[src/rtl/debounce_multi_ch.sv]
// debounce_multi_ch: N-channel symmetric debouncer with registered level and
// one-clock rise/fall pulses. Each channel owns a 4-state FSM and a saturating
// sample counter. All channels share one sample strobe (ce).
// Optional build macro DEBOUNCE_SYNC_EN adds a 2-flop synchronizer per channel.
// The synchronizer runs every clk and adds 2 clk of latency.

module debounce_ch #(
  parameter int N_TICS = 3,
  parameter int CW     = 2
) (
  input  logic clk,
  input  logic rst,
  input  logic ce,
  input  logic s,
  output logic y,
  output logic rise,
  output logic fall
);
  typedef enum logic [1:0] {
    LOW       = 2'd0,
    RISE_WAIT = 2'd1,
    HIGH      = 2'd2,
    FALL_WAIT = 2'd3
  } state_e;

  localparam logic [CW-1:0] LAST = CW'(N_TICS - 1);

  state_e        state_q, state_d;
  logic [CW-1:0] cnt_q, cnt_d;
  logic          y_q, y_d, rise_q, rise_d, fall_q, fall_d;

  // next-state: only evaluated on ce; pulses default low every clk
  always_comb begin
    state_d = state_q;
    cnt_d   = cnt_q;
    y_d     = y_q;
    rise_d  = 1'b0;
    fall_d  = 1'b0;
    if (ce) begin
      case (state_q)
        LOW: if (s) begin
          state_d = RISE_WAIT;
          cnt_d   = '0;
        end
        RISE_WAIT: begin
          if (!s) begin
            state_d = LOW;
            cnt_d   = '0;
          end else if (cnt_q == LAST) begin
            state_d = HIGH;
            cnt_d   = '0;
            y_d     = 1'b1;
            rise_d  = 1'b1;
          end else begin
            cnt_d = cnt_q + CW'(1);
          end
        end
        HIGH: if (!s) begin
          state_d = FALL_WAIT;
          cnt_d   = '0;
        end
        FALL_WAIT: begin
          if (s) begin
            state_d = HIGH;
            cnt_d   = '0;
          end else if (cnt_q == LAST) begin
            state_d = LOW;
            cnt_d   = '0;
            y_d     = 1'b0;
            fall_d  = 1'b1;
          end else begin
            cnt_d = cnt_q + CW'(1);
          end
        end
        default: begin
          state_d = LOW;
          cnt_d   = '0;
          y_d     = 1'b0;
        end
      endcase
    end
  end

  // state, counter and registered outputs; reset aborts any count in flight
  always_ff @(posedge clk) begin
    if (rst) begin
      state_q <= LOW;
      cnt_q   <= '0;
      y_q     <= 1'b0;
      rise_q  <= 1'b0;
      fall_q  <= 1'b0;
    end else begin
      state_q <= state_d;
      cnt_q   <= cnt_d;
      y_q     <= y_d;
      rise_q  <= rise_d;
      fall_q  <= fall_d;
    end
  end

  assign y    = y_q;
  assign rise = rise_q;
  assign fall = fall_q;
endmodule

module debounce_multi_ch #(
  parameter int N_CH   = 4,
  parameter int N_TICS = 3
) (
  input  logic            clk,
  input  logic            rst,
  input  logic            ce,
  input  logic [N_CH-1:0] x,
  output logic [N_CH-1:0] y,
  output logic [N_CH-1:0] rise,
  output logic [N_CH-1:0] fall
);
  localparam int CW = $clog2(N_TICS + 1);

  logic [N_CH-1:0] s;

`ifdef DEBOUNCE_SYNC_EN
  logic [N_CH-1:0] sync1_q, sync1_d, sync2_q, sync2_d;

  // synchronizer shift: advances every clk regardless of ce
  always_comb begin
    sync1_d = x;
    sync2_d = sync1_q;
  end

  // synchronizer flops clear with the rest of the block
  always_ff @(posedge clk) begin
    if (rst) begin
      sync1_q <= '0;
      sync2_q <= '0;
    end else begin
      sync1_q <= sync1_d;
      sync2_q <= sync2_d;
    end
  end

  assign s = sync2_q;
`else
  assign s = x;
`endif

  for (genvar i = 0; i < N_CH; i++) begin : g_ch
    debounce_ch #(.N_TICS(N_TICS), .CW(CW)) u_ch (
      .clk  (clk),
      .rst  (rst),
      .ce   (ce),
      .s    (s[i]),
      .y    (y[i]),
      .rise (rise[i]),
      .fall (fall[i])
    );
  end
endmodule

[config.mk]
export PLATFORM = sky130hd
export DESIGN_NAME = debounce_multi_ch
export DESIGN_NICKNAME = d
export VERILOG_FILES = /design/src/rtl/debounce_multi_ch.sv
export SDC_FILE = /design/constraint.sdc
export NUM_CORES = 1
export LEC_CHECK = 0
export ABC_AREA = 1
export ABC_CLOCK_PERIOD_IN_PS = 910
export CAP_MARGIN = 20
export CORE_UTILIZATION = 48
export CTS_CLUSTER_SIZE = 28
export DETAILED_ROUTE_END_ITERATION = 10
export PLACE_DENSITY_LB_ADDON = 0.05
export SETUP_SLACK_MARGIN = 0.05
export SLEW_MARGIN = 15
export SYNTH_ARGS = -nofsm -noshare
export SYNTH_HDL_FRONTEND = slang
export SYNTH_SLANG_ARGS = --single-unit
[constraint.sdc]
create_clock -name clk -period 0.91 [get_ports clk]
set_input_delay 0.182 -clock clk [delete_from_list [all_inputs] [get_ports clk]]
set_output_delay 0.182 -clock clk [all_outputs]
set_load 0.02 [all_outputs]
; After elaboration in Yosys (flattened, before gate mapping)
; Cells that the tools add are included.
[totals]
elab_cells = 189
output_inout_bits = 12
regBits = 28
[op_classes]
bitwise_logic = 13
eq_ne = 48
n_mux = 76
n_reduce_logical = 28
n_addsub = 4
[ops]
columns = cell, n
row1 = $mux 2, 44
row2 = $pmux 2 s4, 8
row3 = $ne 2x2->1 const B, 16
row4 = $reduce_or 4->1, 8
row5 = $eq 2x2->1 const B, 12
row6 = $ne 3x2->1 const B, 8
row7 = $reduce_and 6->1, 4
row8 = $mux 1, 20
row9 = $reduce_and 5->1, 4
row10 = $ne 2x1->1 const B, 8
row11 = $not 1->1, 13
row12 = $reduce_and 3->1, 4
row13 = $add 2x1->2 const B, 4
row14 = $eq 2x1->1 const B, 4
row15 = $logic_not 2->1, 4
row16 = $pmux 1 s2, 4
row17 = $reduce_bool 2->1, 4

; Longest topological paths before layout
; Gate-level depths: netlist (run 1).
[logic_depth]
depth_word = 4
ltp_mapped = 7
depth_no_buf = 7

; By module
; Synthesis (run 1) repeated with hierarchy kept, for this count alone.
[hier_totals]
cells_unflattened = 180
hier_area_um2 = 1241.2
[modules_own_cells]
columns = module, cells_each, instances, seq_area_each_um2, area_per_inst_um2
row1 = debounce_ch, 45, 4, 140.1, 310.3

; Least setup slack after synthesis (run 1)
; Ideal clock, no wire load.
[synth_timing]
path_kind = reg-to-reg
start = register with a tool-made name
end = register with a tool-made name
synth_period_minus_slack_ps = 917
required_time_ps = 795
stages_incl_launch_ff = 6
path_slack_ps = -7
setup_time_ps = 115
arrival_ps = 802
path_cell_list = dfxtp_1 nand2_1 nand2_2 nand2_1 a21oi_1 nor2_1

; Final worst setup path (run 1)
[layout_timing]
start = register g_ch[0].u_ch.rise_q
end = output port rise[0]
[layout_rtl]
columns = item, line
row1 = start: declaration, 30  ; logic y_q, y_d, rise_q, rise_d, fall_q, fall_d;
row2 = start signal: assignment, 96  ; rise_q <= rise_d;
row3 = end: declaration, 115  ; output logic [N_CH-1:0] rise,
; No word-level cell between the ends.

==> key figures, run 1 <==
Route
  – Vias after detailed routing: between 1,000 and 1,500
  – Pre-antenna DRT Iters: 5
  – Routed WL: between 3000 and 4000 um
  – Post-DR vias/cell: 5.23
  – Detail Route Antenna Nets: 0
  – 1st-iter DRT viols: 44
  – DR WL/cell: roughly 14 um
  – DRC Markers: 0

Clock tree
  – CTS tree: done
  – Clock Sinks: 28
  – Total CTS buffers: 3
  – CTS root buffer: clkbuf_4
  – CTS HTree Levels: 1
  – Reg clk slew, reported paths: around 0.15 ns
  – CTS Buffer Depth: 2
  – Worst-skew pair later-pin latency: 0.34 ns
  – Hold bufs inserted after CTS: 0

Setup path
  – R2R depth: 7
  – Critical path's slowest cell: dfxtp_2
  – Worst path depth: 1
  – Crit end category: output port
  – Data arrival time of the worst path: a little over 0.8 ns
  – CP max stage delay: ~0.37 ns
  – Buffers plus inverters on the worst setup path: 1
  – Critical Path RT: between 0.7 and 0.8 ns
  – Critical path launch point type: register
  – Critical-path cell list: buf_6
  – Worst setup path class: reg2out
  – CP max FO: 1
  – Crit-path leading delay family: flip-flops

Yosys
  – Mapped Nets: slightly above 200
  – Post-synthesis sequential area ratio: roughly two fifths
  – #FFs+latches synth: 28
  – Synthesized cell area: between 0.001 and 0.0015 sq mm
  – YS warnings: 0
  – Syn Area/Cell: about 6.7 sq um
  – Yosys top cell area share: 41.9%
  – Syn Inst Count: 200
  – Netlist cell types: 16
  – Area contributors post-synth: dfxtp_1, nand2_1, buf_4, nor2_1, nand3_1
  – Largest area contributor in the netlist: dfxtp_1

STA
  – Clk_skew: about 0.011 ns
  – Worst Tran Pin Value: around 0.22 ns
  – Setup-failing EPs final: 28
  – Final Hold Fails: 0
  – Tcrit/Tclk final: 110%
  – Setup TNS Final: -1.48 ns
  – Max Slew Vio Count: 0
  – Slew HR: a little under nine tenths
  – RSZ-0062 raised after global routing: yes
  – Max Freq: 997 MHz
  – Final worst slack: -0.0927 ns
  – Min cycle time layout: between 1 and 1.5 ns

Power
  – Comb power frac: between 15 and 20%
  – Switch share: 27.9%
  – P_leak: between 0.0009 and 0.001 uW
  – Sequential fraction of design power: between 50 and 60%
  – Pwr Density: slightly above 1000 mW/mm^2
  – Pint: 1660 uW
  – Clk pwr share: between 20% and 30%
  – NetSw: roughly 640 uW
  – Total power: around 2300 uW
  – Max VDD drop: about 1.3 mV

Job
  – Max-Cap Viols: 0

Global routing
  – Global-route wire length before repair: ~5700 um
  – Initial antenna violation count: 0
  – Largest net degree at the start of global routing: 16
  – Vias in the first global route: about 1,400
  – Total track usage: 26.5%
  – Total congestion overflow: 0

Outcome
  – Failing checks: negative setup slack
  – Status: finished with violations

Placed design
  – IO Port Bufs: 18
  – DP Wirelength: slightly above 2000 um
  – Dpl cells: approximately 260
  – Gpl congestion: between 0.8 and 0.9
  – DP Worst Slack: -0.516 ns

Final layout
  – NumNets Final: 257
  – Share of layout cells above drive strength 1: 67.1%
  – N_diodes: 0
  – Area Growth Syn to Fin: 66.9%
  – Fin cells: roughly 280
  – Filler cells: around 130

Hold path
  – Hold path depth: 4
  – HP Class: in2reg

Floorplan
  – Die height: around 55 um
  – Die Span X: between 50 and 60 um
  – IO Pins: 19
  – Rows: 18
  – Die area: about 0.003 sq mm
  – Initial core utilization: 52.6%
  – Core Box Area: 0.00254 sq mm
[worst paths after layout]
check | startpoint | to | slack, ns
worst max register to register | register | g_ch[1].u_ch.cnt_q[0] | -0.08
worst min-delay path | x[1] | g_ch[1].u_ch.rise | 0.36
worst min register to register | g_ch[3].u_ch.y | g_ch[3].u_ch.y | 0.47
worst max-delay path | g_ch[0].u_ch.rise | rise[0] | -0.09
[cells in the mapped netlist]
| master | instances |
|---|---|
| a21oi_1 | 14 |
| buf_2 | 1 |
| buf_4 | 14 |
| dfxtp_1 | 28 |
| inv_1 | 22 |
| inv_2 | 1 |
| nand2_1 | 59 |
| nand2_2 | 1 |
| nand3_1 | 20 |
| nand4_1 | 4 |
| nand4_2 | 1 |
| nor2_1 | 27 |
| nor2_2 | 2 |
| nor3_1 | 3 |
| o21ai_0 | 1 |
| o22ai_1 | 2 |
[placed cells by master (no fill, tap or decap)]
| master | n |
|---|---|
| o22ai_4 | 1 |
| inv_1 | 11 |
| buf_6 | 17 |
| o21ai_2 | 1 |
| inv_2 | 10 |
| dfxtp_4 | 7 |
| nor2_2 | 4 |
| nand2_4 | 17 |
| clkdlybuf4s50_1 | 1 |
| inv_4 | 2 |
| nand3_1 | 9 |
| nor2_4 | 6 |
| clkbuf_8 | 1 |
| dfxtp_1 | 1 |
| nand4_4 | 1 |
| nand2_2 | 19 |
| nor3_2 | 3 |
| dfxtp_2 | 20 |
| a21oi_1 | 7 |
| nand3_4 | 1 |
| nand2_1 | 24 |
| nand3_2 | 10 |
| nor2_1 | 19 |
| buf_4 | 37 |
| a21oi_2 | 7 |
| clkbuf_4 | 3 |
| nand4_1 | 4 |
| dlygate4sd2_1 | 5 |
| o22ai_1 | 1 |
[stage by stage]
| stage | utilization [%] | cell area, sq um | hold WS, ns |
|---|---|---|---|
| after floorplan | - | 1360 | 0.317 |
| after global placement | 66.5 | 1690 | 0.438 |
| after detailed placement | 66.5 | 1690 | 0.451 |
| after CTS | 81.0 | 2060 | 0.365 |
| after global routing | 87.8 | 2230 | 0.373 |
| final | 87.8 | 2230 | 0.363 |
[area by class of cell]
| type | instances | area [sq um] | share of cell area (%) |
|---|---|---|---|
| tap | 30 | 37.5 | 1.68 |
| clock buffer | 4 | 36.3 | 1.62 |
| sequential | 28 | 612 | 27.4 |
| multi-input combinational | 134 | 935 | 41.8 |
| inverter | 23 | 91.3 | 4.09 |
| timing repair buffer | 60 | 523 | 23.4 |
[what timing repair did]
item	CTS	global route
pin swaps	38	39
gates resized for setup	167	44
setup endpoints to repair	39	40
setup buffers	10	3
[kinds of logic after synthesis]
logic type / synth area share (%)
simple gates: 36.9
buf+inv: 14.7
flops: 41.9
compound gates: 6.54
[routing by layer]
metal | vias up | global-route usage (%) | routed length (um)
met5 | - | 0 | 0
met4 | 0 | 9.40 | 79
met3 | 10 | 6.94 | 186
met2 | 53 | 46.8 | 1900
met1 | 675 | 30.1 | 1610
li1 | 722 | - | -
[power by group through the flow]
stage                     Combinational, uW  Clock, uW  Sequential (uW)
after floorplan                         151          0             1290
after CTS                               358        616             1270
after detailed placement                284          0             1290
final                                   421        612             1270
after global routing                    456        672             1270
after global placement                  276          0             1290
No activity file was read; power rests on OpenSTA's default activity.
==> run 2, diff against run 1 <==
--- a/config.mk
+++ b/config.mk
@@ -11,6 +11,7 @@
 export CORE_UTILIZATION = 48
 export CTS_CLUSTER_SIZE = 28
 export DETAILED_ROUTE_END_ITERATION = 10
+export MAX_ROUTING_LAYER = met4
 export PLACE_DENSITY_LB_ADDON = 0.05
 export SETUP_SLACK_MARGIN = 0.05
 export SLEW_MARGIN = 15
==> run 2 against run 1 <==
Compared with the run above: the flow still finishes with violations (negative setup slack); count of clock-buffer cells in the layout did not move; first-iteration DRC count fell by 2.3%; clock power fell by 0.8%; non-clock buffer count did not move; critical path type unchanged; largest cell class unchanged; highest routed layer unchanged.
==> key figures, run 2 (same netlist as run 1, synthesis figures left out) <==
Outcome
  – Status: finished with violations
  – Failing checks: negative setup slack

Clock tree
  – Worst-skew pair later-pin latency: 0.33 ns (about the same)
  – CTS root buffer: clkbuf_4
  – Total CTS buffers: 3 (unchanged)
  – Reg clk slew, reported paths: 0.15 ns (about the same)
  – CTS Buffer Depth: 2 (unchanged)
  – CTS HTree Levels: 1 (unchanged)
  – CTS tree: done
  – Hold bufs inserted after CTS: 0 (unchanged)
  – Clock Sinks: 28 (unchanged)

STA
  – Max Freq: 1000 MHz (+0.53%)
  – Final worst slack: -0.0874 ns (+0.00527 ns)
  – Tcrit/Tclk final: 110% (-0.58 points)
  – Worst Tran Pin Value: 0.217 ns (-0.00576 ns)
  – RSZ-0062 raised after global routing: yes
  – Slew HR: 85.6% (+0.38 points)
  – Setup-failing EPs final: 28 (unchanged)
  – Min cycle time layout: 0.997 ns (-0.00527 ns)
  – Max Slew Vio Count: 0 (unchanged)
  – Final Hold Fails: 0 (unchanged)
  – Clk_skew: 0.00800 ns (-0.00301 ns)

Setup path
  – Critical-path cell list: buf_6
  – Crit-path leading delay family: flip-flops
  – CP max stage delay: 0.36 ns (about the same)
  – Buffers plus inverters on the worst setup path: 1 (unchanged)
  – R2R depth: 7 (unchanged)
  – Worst r2r dst: g_ch[1].u_ch.cnt_q[0]
  – CP max FO: 1 (unchanged)
  – Critical path launch point type: register
  – Critical Path RT: 0.73 ns (about the same)
  – R2R setup slack: -0.09 ns (about the same)
  – Crit end category: output port
  – Data arrival time of the worst path: 0.82 ns (about the same)
  – Critical path's slowest cell: dfxtp_2
  – Worst setup path class: reg2out

Final layout
  – NumNets Final: 257 (unchanged)
  – Commonest non-fill, non-tap cell in the layout: buf_4
  – Area Growth Syn to Fin: 66.9% (unchanged)
  – Fin util: 87.8% (unchanged)
  – N_diodes: 0 (unchanged)
  – Filler cells: 126 (unchanged)
  – Share of layout cells above drive strength 1: 67.1% (unchanged)
  – Commonest non-fill, non-tap cells in the layout: buf_4, nand2_1, dfxtp_2
  – Fin cells: 279 (unchanged)

Floorplan
  – Die height: 54.8 um (unchanged)
  – Core Box Area: 0.00254 sq mm (unchanged)
  – Die area: 0.00300 sq mm (unchanged)
  – Rows: 18 (unchanged)
  – IO Pins: 19 (unchanged)
  – Die Span X: 54.8 um (unchanged)
  – Initial core utilization: 52.6% (unchanged)

Power
  – Pwr Density: 1030 mW/mm^2 (-0.20%)
  – P_leak: 0.000977 uW (unchanged)
  – Max VDD drop: 1.30 mV (-0.99%)

Placed design
  – DP Worst Slack: -0.516 ns (unchanged)
  – DP Wirelength: 2060 um (unchanged)
  – Gpl congestion: 0.888 (+1.6%)
  – Dpl cells: 263 (unchanged)
  – IO Port Bufs: 18 (unchanged)

Global routing
  – Vias in the first global route: 1,366 (+0.29%)
  – Total congestion overflow: 0 (unchanged)
  – Global-route wire length before repair: 5650 um (-0.12%)
  – Largest net degree at the start of global routing: 16 (unchanged)
  – Total track usage: 27.1% (+0.69 points)
  – Initial antenna violation count: 0 (unchanged)

Hold path
  – Min-delay src: x[1]
  – HP Class: in2reg
  – Hold path depth: 4 (unchanged)
  – Hold EP: g_ch[1].u_ch.rise

Route
  – Pre-antenna DRT Iters: 4 (-1)
  – Post-DR vias/cell: 5.24 (+0.14%)
  – DRC Markers: 0 (unchanged)
  – DR WL/cell: 13.6 um (+0.53%)
  – Detail Route Antenna Nets: 0 (unchanged)
  – DR WL met3: 176 um (-5.4%)
  – Wl on met1: 1620 um (+0.93%)
  – DR top layer: met4
  – 1st-iter DRT viols: 43 (-2.3%)
  – Metal2 WL: 1890 um (-0.47%)
  – Routed WL: 3800 um (+0.53%)
  – Vias after detailed routing: 1,462 (+0.14%)

Job
  – Max-Cap Viols: 0 (unchanged)
## run 2: stage by stage
step	hold WS (ns)	TNS, ns	total power, uW	area, sq um
6_report	0.368	-1.48	2300	2230
5_1_grt	0.373	-3.12	2400	2230
4_1_cts	0.365	-0.975	2240	2060
3_5_place_dp	0.451	-13.63	1580	1690
3_3_place_gp	0.438	-13.22	1570	1690
2_1_floorplan	0.317	0	1440	1360
## run 2: metal layers
metal / vias to the layer above / global-route usage (%)
li1: 722 / -
met1: 676 / 29.7
met2: 50 / 47.0
met3: 14 / 6.94
met4: 0 / 9.40
met5: - / -
## run 2: how the worst max path moves through the flow
stage                       from                    end  depth (start not counted)
4_1_cts           g_ch[0].u_ch.y                   y[0]                          1
3_3_place_gp                  ce         g_ch[1].u_ch.y                          7
5_1_grt                 register  g_ch[0].u_ch.cnt_q[0]                          7
6_report       g_ch[0].u_ch.rise                rise[0]                          1
2_1_floorplan           register               register                          7
3_5_place_dp                  ce         g_ch[1].u_ch.y                          7
## run 2: report_power, final
group	leakage, uW	total [uW]	switching [uW]	internal (uW)
clock network	0.0000210	607	362	245
logic	0.000715	422	243	179
registers	0.000242	1270	33.7	1240
## run 2: cell type report
type	count	area (sq um)	share of cell area [%]
Sequential cell	28	612	27.4
Tap cell	30	37.5	1.68
Clock buffer	4	36.3	1.62
Timing Repair Buffer	60	523	23.4
Multi-Input combinational cell	134	935	41.8
Inverter	23	91.3	4.09
## run 2: what timing repair did
| action | in CTS | in global routing |
|---|---|---|
| pin swaps | 38 | 39 |
| resized for setup | 167 | 44 |
| setup endpoints to repair | 39 | 40 |
| setup buffers | 10 | 3 |
==> run 3, diff against run 2 <==
--- a/config.mk
+++ b/config.mk
@@ -8,6 +8,7 @@
 export ABC_AREA = 1
 export ABC_CLOCK_PERIOD_IN_PS = 910
 export CAP_MARGIN = 20
+export CORE_ASPECT_RATIO = 1.25
 export CORE_UTILIZATION = 48
 export CTS_CLUSTER_SIZE = 28
 export DETAILED_ROUTE_END_ITERATION = 10
==> run 3 against run 2 <==
Compared with the run above: the flow still finishes with violations (negative setup slack); hold slack got worse by 0.052 ns; final cell count is 1.8% higher; sequential cell count did not move; largest power group unchanged; highest routed layer unchanged; wire length rose by 5.1%; maximum frequency down 1.4%; critical endpoint is now y[1]; global-route usage fell by 0.84 points; via count increased by 1.5%; core utilization is 2.6 points lower; die area barely moved; critical path type unchanged; total power is 10% higher; final area increased by 1.2%.
==> key figures, run 3 (same netlist as run 1, synthesis figures left out) <==
Floorplan
  – Core Box Area: 0.00265 sq mm (+4.3%)
  – IO Pins: 19 (unchanged)
  – Die Span X: 49.2 um (-10%)
  – Initial core utilization: 50.4% (-2.2 points)
  – Die area: 0.00301 sq mm (about the same)
  – Rows: 21 (+3)
  – Die height: 61.0 um (+11%)

STA
  – Final worst slack: -0.102 ns (-0.0141 ns)
  – Max Slew Vio Count: 0 (unchanged)
  – Worst Tran Pin Value: 0.208 ns (-0.00885 ns)
  – Slew HR: 86.2% (+0.59 points)
  – Max Freq: 989 MHz (-1.4%)
  – Clk_skew: 0.00265 ns (-0.00535 ns)
  – Min cycle time layout: 1.01 ns (+0.0141 ns)
  – Tcrit/Tclk final: 111% (+1.6 points)
  – Setup TNS Final: -1.54 ns (-0.0655 ns)
  – RSZ-0062 raised after global routing: yes
  – Setup-failing EPs final: 28 (unchanged)
  – Hold WS: 0.316 ns (-0.0520 ns)
  – Final Hold Fails: 0 (unchanged)

Setup path
  – Crit path to: y[1]
  – Data arrival time of the worst path: 0.83 ns (about the same)
  – Crit-path leading delay family: flip-flops
  – CP max FO: 2 (+1)
  – Worst r2r dst: g_ch[2].u_ch.cnt_q[0]
  – Critical path's slowest cell: dfxtp_2
  – CP max stage delay: 0.38 ns (+0.02 ns)
  – R2R depth: 5 (-2)
  – Worst setup path class: reg2out
  – R2R setup slack: -0.09 ns (about the same)
  – Buffers plus inverters on the worst setup path: 1 (unchanged)
  – Crit end category: output port
  – Critical-path cell list: buf_6
  – CP startpoint: g_ch[1].u_ch.y
  – Worst path depth: 1 (unchanged)
  – Critical path launch point type: register
  – Critical Path RT: 0.73 ns (about the same)

Global routing
  – Total track usage: 26.3% (-0.84 points)
  – Initial antenna violation count: 0 (unchanged)
  – Vias in the first global route: 1,350 (-1.2%)
  – Total congestion overflow: 0 (unchanged)
  – Global-route wire length before repair: 5760 um (+1.9%)
  – Largest net degree at the start of global routing: 17 (+1)

Final layout
  – Share of layout cells above drive strength 1: 65.2% (-1.9 points)
  – Fin cells: 284 (+1.8%)
  – Final instance area: 0.00226 sq mm (+1.2%)
  – Filler cells: 147 (+17%)
  – Commonest non-fill, non-tap cells in the layout: buf_4, nand2_1, dfxtp_2
  – Area Growth Syn to Fin: 69.0%
  – Commonest non-fill, non-tap cell in the layout: buf_4
  – NumNets Final: 258 (+0.39%)
  – N_diodes: 0 (unchanged)

Placed design
  – DP Worst Slack: -0.560 ns (-0.0438 ns)
  – IO Port Bufs: 18 (unchanged)
  – Dpl cells: 267 (+1.5%)
  – Dpl cell area: 0.00171 sq mm (+1.0%)
  – DP Wirelength: 2160 um (+4.9%)
  – Gpl congestion: 0.897 (+0.95%)

Clock tree
  – Worst-skew pair later-pin latency: 0.34 ns (about the same)
  – CTS HTree Levels: 1 (unchanged)
  – Reg clk slew, reported paths: 0.15 ns (about the same)
  – CTS root buffer: clkbuf_4
  – CTS tree: done
  – CTS Buffer Depth: 2 (unchanged)
  – Total CTS buffers: 3 (unchanged)
  – Clock Sinks: 28 (unchanged)

Route
  – DRC Markers: 0 (unchanged)
  – Pre-antenna DRT Iters: 4 (unchanged)
  – DR WL/cell: 14.1 um (+3.3%)
  – Vias after detailed routing: 1,484 (+1.5%)
  – Post-DR vias/cell: 5.23 (-0.28%)
  – Detail Route Antenna Nets: 0 (unchanged)
  – 1st-iter DRT viols: 50 (+16%)
  – Routed WL: 3990 um (+5.1%)

Power
  – Max VDD drop: 1.04 mV (-20%)
  – P_leak: 0.000995 uW (+1.8%)
  – Pwr Density: 1120 mW/mm^2 (+9.0%)

Outcome
  – Failing checks: negative setup slack
  – Status: finished with violations

Hold path
  – HP Class: in2reg

Job
  – Max-Cap Viols: 0 (unchanged)
run 3: cell count changes in the layout (fill, tap and decap cells not counted), moves of 2 or more:
cell,delta
nor2_2,+4
nor2_1,-4
nand2_2,-5
nand2_1,+4
inv_2,-2
run 3: how the worst min path moves through the flow:
stage,startpoint,endpoint,slack [ns],cells after the start
final,x[1],register,0.32,3
after global routing,x[1],register,0.33,3
after CTS,x[1],register,0.36,3
after detailed placement,g_ch[3].u_ch.y,g_ch[3].u_ch.y,0.44,2
after global placement,g_ch[3].u_ch.y,g_ch[3].u_ch.y,0.44,2
after floorplan,x[0],g_ch[0].u_ch.rise,0.32,2
run 3: timing repair:
action                     in CTS  in global routing
gates resized for setup       171                 37
setup buffers                   9                  6
hold buffers                    0                  0
pin swaps                      31                 31
setup endpoints to repair      39                 40
run 3: worst reg2reg max path: stages (launching register included):
cell     delay [ns]
dfxtp_4        0.40
buf_6          0.12
nand3_1        0.09
nand3_2        0.10
nor2_2         0.14
nor2_1         0.07
run 3: layout make-up:
type / count / area, sq um / area share (%)
Clock buffer: 3 / 22.5 / 0.996
Clock inverter: 1 / 30.0 / 1.33
Inverter: 23 / 93.8 / 4.15
Multi-Input combinational cell: 134 / 915 / 40.4
Sequential cell: 28 / 612 / 27.0
Tap cell: 34 / 42.5 / 1.88
Timing Repair Buffer: 61 / 547 / 24.2
run 3: layer usage:
metal	global-route usage (%)	wire length, um	up-vias
met5	-	0	-
met2	45.8	2140	44
met4	16.4	166	0
met1	29.4	1530	699
met3	2.47	151	15
li1	-	-	726
run 3: where the power goes:
part / switching [uW] / total [uW] / internal (uW)
clock network: 383 / 829 / 446
logic: 247 / 440 / 193
registers: 31.4 / 1270 / 1240
run 3: through the flow:
stage	power, uW	util [%]
after global placement	1570	64.4
after floorplan	1440	-
after detailed placement	1580	64.4
final	2540	85.2
after CTS	2470	79.4
after global routing	2630	85.2
